### src/rtl/matrix_pkg.sv
// Shared constants, FSM state type and image table for the LED matrix row driver.
package matrix_pkg;

    localparam int unsigned ROWS      = 7;
    localparam int unsigned HALF_COLS = 3;
    localparam int unsigned IMAGES    = 8;
    localparam int unsigned IMG_W     = 3;
    localparam int unsigned IDX_W     = 2;
    localparam int unsigned COL_W     = 3;

    localparam logic [ROWS-1:0] ROW_OFF = 7'h7F;

    typedef enum logic [1:0] {
        BLANK = 2'd0,
        SHOW  = 2'd1,
        FAULT = 2'd2
    } state_t;

    // Active-high pixel patterns; index 0 and 2 are the mirrored outer column pairs.
    localparam logic [ROWS-1:0] IMAGE_ROM [IMAGES][HALF_COLS] = '{
        '{7'h00, 7'h00, 7'h00},   // 0: blank
        '{7'h1C, 7'h22, 7'h41},   // 1: water drop
        '{7'h08, 7'h14, 7'h7F},   // 2: valve open
        '{7'h3E, 7'h41, 7'h49},   // 3: valve closed
        '{7'h70, 7'h0E, 7'h01},   // 4: flow rising
        '{7'h7F, 7'h41, 7'h5D},   // 5: tank full
        '{7'h11, 7'h2A, 7'h44},   // 6: low pressure
        '{7'h63, 7'h14, 7'h08}    // 7: fault cross
    };

    // One-hot column select to ROM column index; non-one-hot maps to 0 (never displayed).
    function automatic logic [IDX_W-1:0] col_to_idx(input logic [COL_W-1:0] c);
        logic [IDX_W-1:0] idx;
        idx = '0;
        case (c)
            3'b100:  idx = 2'd0;
            3'b010:  idx = 2'd1;
            3'b001:  idx = 2'd2;
            default: idx = 2'd0;
        endcase
        return idx;
    endfunction

endpackage

### src/rtl/matrix_image_rom.sv
// Combinational image lookup: (image, column index) -> active-high row pattern.
module matrix_image_rom
    import matrix_pkg::*;
(
    input  logic [IMG_W-1:0] img,
    input  logic [IDX_W-1:0] idx,
    output logic [ROWS-1:0]  pattern_c
);

    // Table read with the unused fourth index forced blank.
    always_comb begin
        pattern_c = '0;
        if (idx < IDX_W'(HALF_COLS)) begin
            pattern_c = IMAGE_ROM[img][idx];
        end
    end

endmodule

### src/rtl/matrix_row_driver.sv
// Row driver for a multiplexed LED matrix: column-change blanking, frame-locked
// image selection, optional blinking and sticky detection of bad column codes.
module matrix_row_driver
    import matrix_pkg::*;
#(
    parameter int unsigned BLANK_CYCLES = 2,
    parameter int unsigned BLINK_FRAMES = 8
) (
    input  logic             clock,
    input  logic             reset_n,
    input  logic [COL_W-1:0] col,
    input  logic [IMG_W-1:0] image_sel,
    input  logic             blink_en,
    output logic [ROWS-1:0]  row,
    output logic             frame_start,
    output logic             col_error
);

    localparam int unsigned CNT_W  = 4;
    localparam int unsigned FCNT_W = 8;

    state_t              state_q;
    state_t              state_d;
    logic [CNT_W-1:0]    cnt_q;
    logic [CNT_W-1:0]    cnt_d;
    logic [COL_W-1:0]    col_q;
    logic [IMG_W-1:0]    img_q;
    logic [FCNT_W-1:0]   fcnt_q;
    logic                blink_phase;
    logic                col_ok_c;
    logic                col_change_c;
    logic                frame_edge_c;
    logic [ROWS-1:0]     pattern_c;
    logic [ROWS-1:0]     row_d;

    matrix_image_rom u_rom (
        .img       (img_q),
        .idx       (col_to_idx(col_q)),
        .pattern_c (pattern_c)
    );

    // Column validity and change detection against the previous cycle's column.
    always_comb begin
        col_ok_c     = $onehot(col);
        col_change_c = (col != col_q);
        frame_edge_c = col_ok_c && col_change_c && (col == 3'b100);
    end

    // Next state: bad column wins, then column change restarts blanking.
    always_comb begin
        state_d = state_q;
        cnt_d   = cnt_q;
        if (!col_ok_c) begin
            state_d = FAULT;
        end else if (col_change_c) begin
            state_d = BLANK;
            cnt_d   = CNT_W'(BLANK_CYCLES - 1);
        end else begin
            case (state_q)
                BLANK: begin
                    if (cnt_q == '0) begin
                        state_d = SHOW;
                    end else begin
                        cnt_d = cnt_q - CNT_W'(1);
                    end
                end
                SHOW:    state_d = SHOW;
                FAULT:   state_d = FAULT;
                default: state_d = FAULT;
            endcase
        end
    end

    // Row drive follows the next state so the pattern lands right as SHOW begins.
    always_comb begin
        row_d = ROW_OFF;
        if ((state_d == SHOW) && !(blink_en && blink_phase)) begin
            row_d = ~pattern_c;
        end
    end

    // State, blank counter and column/image capture registers.
    always_ff @(posedge clock or negedge reset_n) begin
        if (!reset_n) begin
            state_q <= BLANK;
            cnt_q   <= CNT_W'(BLANK_CYCLES - 1);
            col_q   <= '0;
            img_q   <= '0;
        end else begin
            state_q <= state_d;
            cnt_q   <= cnt_d;
            col_q   <= col;
            if (frame_edge_c) begin
                img_q <= image_sel;
            end
        end
    end

    // Registered outputs: row drive, frame pulse and sticky column error.
    always_ff @(posedge clock or negedge reset_n) begin
        if (!reset_n) begin
            row         <= ROW_OFF;
            frame_start <= 1'b0;
            col_error   <= 1'b0;
        end else begin
            row         <= row_d;
            frame_start <= frame_edge_c;
            if (!col_ok_c) begin
                col_error <= 1'b1;
            end
        end
    end

    // Blink timing: count frames per half period, toggle phase on wrap.
    always_ff @(posedge clock or negedge reset_n) begin
        if (!reset_n) begin
            fcnt_q      <= '0;
            blink_phase <= 1'b0;
        end else if (!blink_en) begin
            fcnt_q      <= '0;
            blink_phase <= 1'b0;
        end else if (frame_start) begin
            if (fcnt_q == FCNT_W'(BLINK_FRAMES - 1)) begin
                fcnt_q      <= '0;
                blink_phase <= ~blink_phase;
            end else begin
                fcnt_q <= fcnt_q + FCNT_W'(1);
            end
        end
    end

endmodule

### config.mk
export PLATFORM = sky130hd
export DESIGN_NAME = matrix_row_driver
export DESIGN_NICKNAME = d
export VERILOG_FILES = /design/src/rtl/matrix_pkg.sv /design/src/rtl/matrix_image_rom.sv /design/src/rtl/matrix_row_driver.sv
export SDC_FILE = /design/constraint.sdc
export NUM_CORES = 1
export LEC_CHECK = 0
export ABC_CLOCK_PERIOD_IN_PS = 3600
export BUFFER_PORTS_ARGS = -buffer_cell sky130_fd_sc_hd__buf_2
export CAP_MARGIN = 20
export CORE_MARGIN = 1
export CORE_UTILIZATION = 50
export CTS_BUF_LIST = sky130_fd_sc_hd__clkbuf_2 sky130_fd_sc_hd__clkbuf_4 sky130_fd_sc_hd__clkbuf_8
export CTS_CLUSTER_DIAMETER = 60
export DETAILED_ROUTE_END_ITERATION = 8
export PLACE_DENSITY = 0.69
export SYNTH_ARGS = -nofsm -noshare
export SYNTH_HDL_FRONTEND = slang
export SYNTH_SLANG_ARGS = --single-unit
export TNS_END_PERCENT = 1
### constraint.sdc
create_clock -name clock -period 3.6 [get_ports clock]
set_clock_uncertainty 0.1 [all_clocks]
set_input_delay 0.18 -clock clock [delete_from_list [all_inputs] [get_ports clock]]
set_output_delay 0.18 -clock clock [all_outputs]
set_load 0.05 [all_outputs]
==> flow_summary.ini <==
[run_status]
status = complete, no violations

[logic_synthesis]
synth_top_area_frac = 0.296
synth_edf_count = 0
synth.distinct_cells = 49
synthTopCellsByArea = dfrtp_1 (30%), dfstp_2 (11%), ha_1 (6.0%)
yosysWarnings = 0
async_reset_ff_frac = 1.00
syn_nets = 217
ys.flop_type = dfrtp_1
post-synth-top-area-cell = dfrtp_1
syn_inst = 198
syn_area_um2 = 1860
ys_seq_area_frac = 0.409
avgSynthCellArea_um2 = 9.40
ys_ff_latch = 30

[clocking]
postCtsSetupRepairBufs = 0
cts_root_buf = clkbuf_8
cts_tree = done
clkTransAtPathRegs_ps = 60
h-tree-depth = 2
clk_latency_ps = 280
clock_sinks = 30
clk_path_buf_depth = 2
numCtsBuffers = 5

[timing]
hold_violations = 0
setup_viol = 0
finalMaxSlewViolations = 0
fin_setup_tns_ps = 0
max_freq_mhz = 397
period_share = 0.699
period_needed_ps = 2520
maxSlewHeadroom = 0.571
rsz0062_at_grt = no
worst_pin_slew_ps = 643

[die]
die_h_um = 63.0
core-area_um2 = 3440
die_w_um = 63.0
io_pins = 18
die_area_um2 = 3970
initial_core_util = 0.541
rows = 21

[final_layout]
fillerInstances = 289
area_growth_pct = 14.7
final_common_cell = dfrtp_1
post-route-util = 0.621
nets = 237
final_cell_mix = dfrtp_1 (22), buf_2 (17), inv_1 (16), nand2_1 (14), nor2_1 (11)
drive_above_1_share = 0.164
diodes = 0
fin_cells = 265

[global_route]
overflow = 0
antenna_found_initial = 0
grt_pass1_vias = 1587
grt_max_degree = 31
globalRouteTotalUtil = 0.222
grt_first_pass_wirelength_mm = 6.95

[placed_design]
io_buffers = 17
hpwl_mm = 2.81
dp_cells = 253
gp_congestion = 0.889

[routing]
vias_per_cell = 6.02
route.detailed.drc = 0
via_count = 1594
routedWlPerCell_um = 14.8
drt-initial-drc-count = 72
drt-total-wl_mm = 3.92
detail-route-antenna-nets = 0
first_pass_iters = 4

[critical_path]
path_delay_family = simple AND/OR/NAND/NOR gates
cp_max_fo = 8
crit_chain = dlygate4sd3_1, buf_2, inv_1, fa_1, nor2b_1, nand4_1, nor2_2, mux2_1
crit_path_top_delay_cell = dlygate4sd3_1
end_kind = register
crit_type = in2reg
critPathMaxStageDelay_ps = 520
required_ps = 3650
path_buf_inv = 3
start_kind = input port
worst_ep_arrival_time_ps = 2570

[power]
ir_drop_mv = 0.327
p_leak_nw = 0.923
power_density_nw_per_um2 = 487

[hold_path]
hp-class = in2reg

[flow_run]
cap_violations = 0
metal layers:
metal	track usage	vias to the layer above	routed length (um)
met5	0	-	0
met4	0.0901	0	76
met3	0.0383	12	227
met2	0.372	66	1920
met1	0.280	770	1690
li1	-	746	-
state kept, by name, summed over array words and instances, names as in the netlist, 2 cells and up:
register,flops
cnt_q,4
row,7
state_q,2
img_q,3
col_q,3
fcnt_q,8
final cells by class:
type,count,area [um2],share of cell area
Clock buffer,6,82.6,0.0387
Timing Repair Buffer,21,125,0.0586
Multi-Input combinational cell,144,990,0.463
Sequential cell,30,761,0.356
Tap cell,46,57.6,0.0269
Inverter,16,60.1,0.0281
Clock inverter,2,60.1,0.0281
power breakdown:
part           internal (W)  switching [W]  total [W]
registers          0.000354      0.0000531   0.000407
clock network      0.000295       0.000123   0.000419
logic             0.0000864       0.000128   0.000214
total              0.000735       0.000304    0.00104
worst paths after layout:
path / from / endpoint / slack [ps] / cells after the start
min reg2reg: col_error / col_error / 370 / 1
min: image_sel[2] / img_q[2] / 30 / 2
max in group asynchronous: reset_n / frame_start / 2600 / 2
max reg2reg: img_q[0] / row[4] / 1640 / 6
min in group asynchronous: reset_n / fcnt_q[4] / 370 / 2
max: col[0] / img_q[0] / 1080 / 8
repair_timing:
action | in CTS | in global routing
hold buffers | 4 | 0
resized for setup | 0 | 0
hold endpoints to repair | 25 | 0
setup endpoints to repair | 0 | 0
kinds of logic (layout without fill, tap and decap cells):
logic type	after synthesis	after routing	share of synthesized area
and+or+nand+nor	77	77	0.241
AOI/OAI and AO/OA	43	43	0.148
DFF	30	30	0.409
buffers and inverters	24	45	0.0598
adders and majority gates	10	10	0.0712
xor gates and xnor gates	9	9	0.0423
muxes	5	5	0.0289
stage by stage:
step	power, W	hold WS, ps	setup slack, ps	instance area, um2
3_3_place_gp	0.000601	135	1470	1950
6_report	0.00104	28.0	1080	2140
3_5_place_dp	0.000611	149	1370	1950
2_1_floorplan	0.000555	-216	1740	1860
5_1_grt	0.00110	36.7	972	2140
4_1_cts	0.00104	23.4	1120	2140
cells in the mapped netlist, drive strengths merged (4+ instances only):
cell / n
a21oi: 9
and2: 4
and3: 4
buf: 5
dfrtp: 22
dfstp: 8
ha: 9
inv: 16
nand2: 14
nand2b: 4
nand3: 6
nor2: 12
nor2b: 6
nor3: 6
nor3b: 5
nor4b: 5
o21ai: 12
xnor2: 8
worst reg2reg max path, delay by kind of cell (launching register included):
| kind | cells | cell delay (ps) |
|---|---|---|
| AND/OR/NAND/NOR | 1 | 270 |
| flip-flops | 1 | 520 |
| buffers and inverters | 1 | 190 |
| AO/OA/AOI/OAI | 3 | 490 |
| adder cells (fa/ha/maj) | 1 | 300 |
Note: power is estimated with default switching activity, not from simulation.
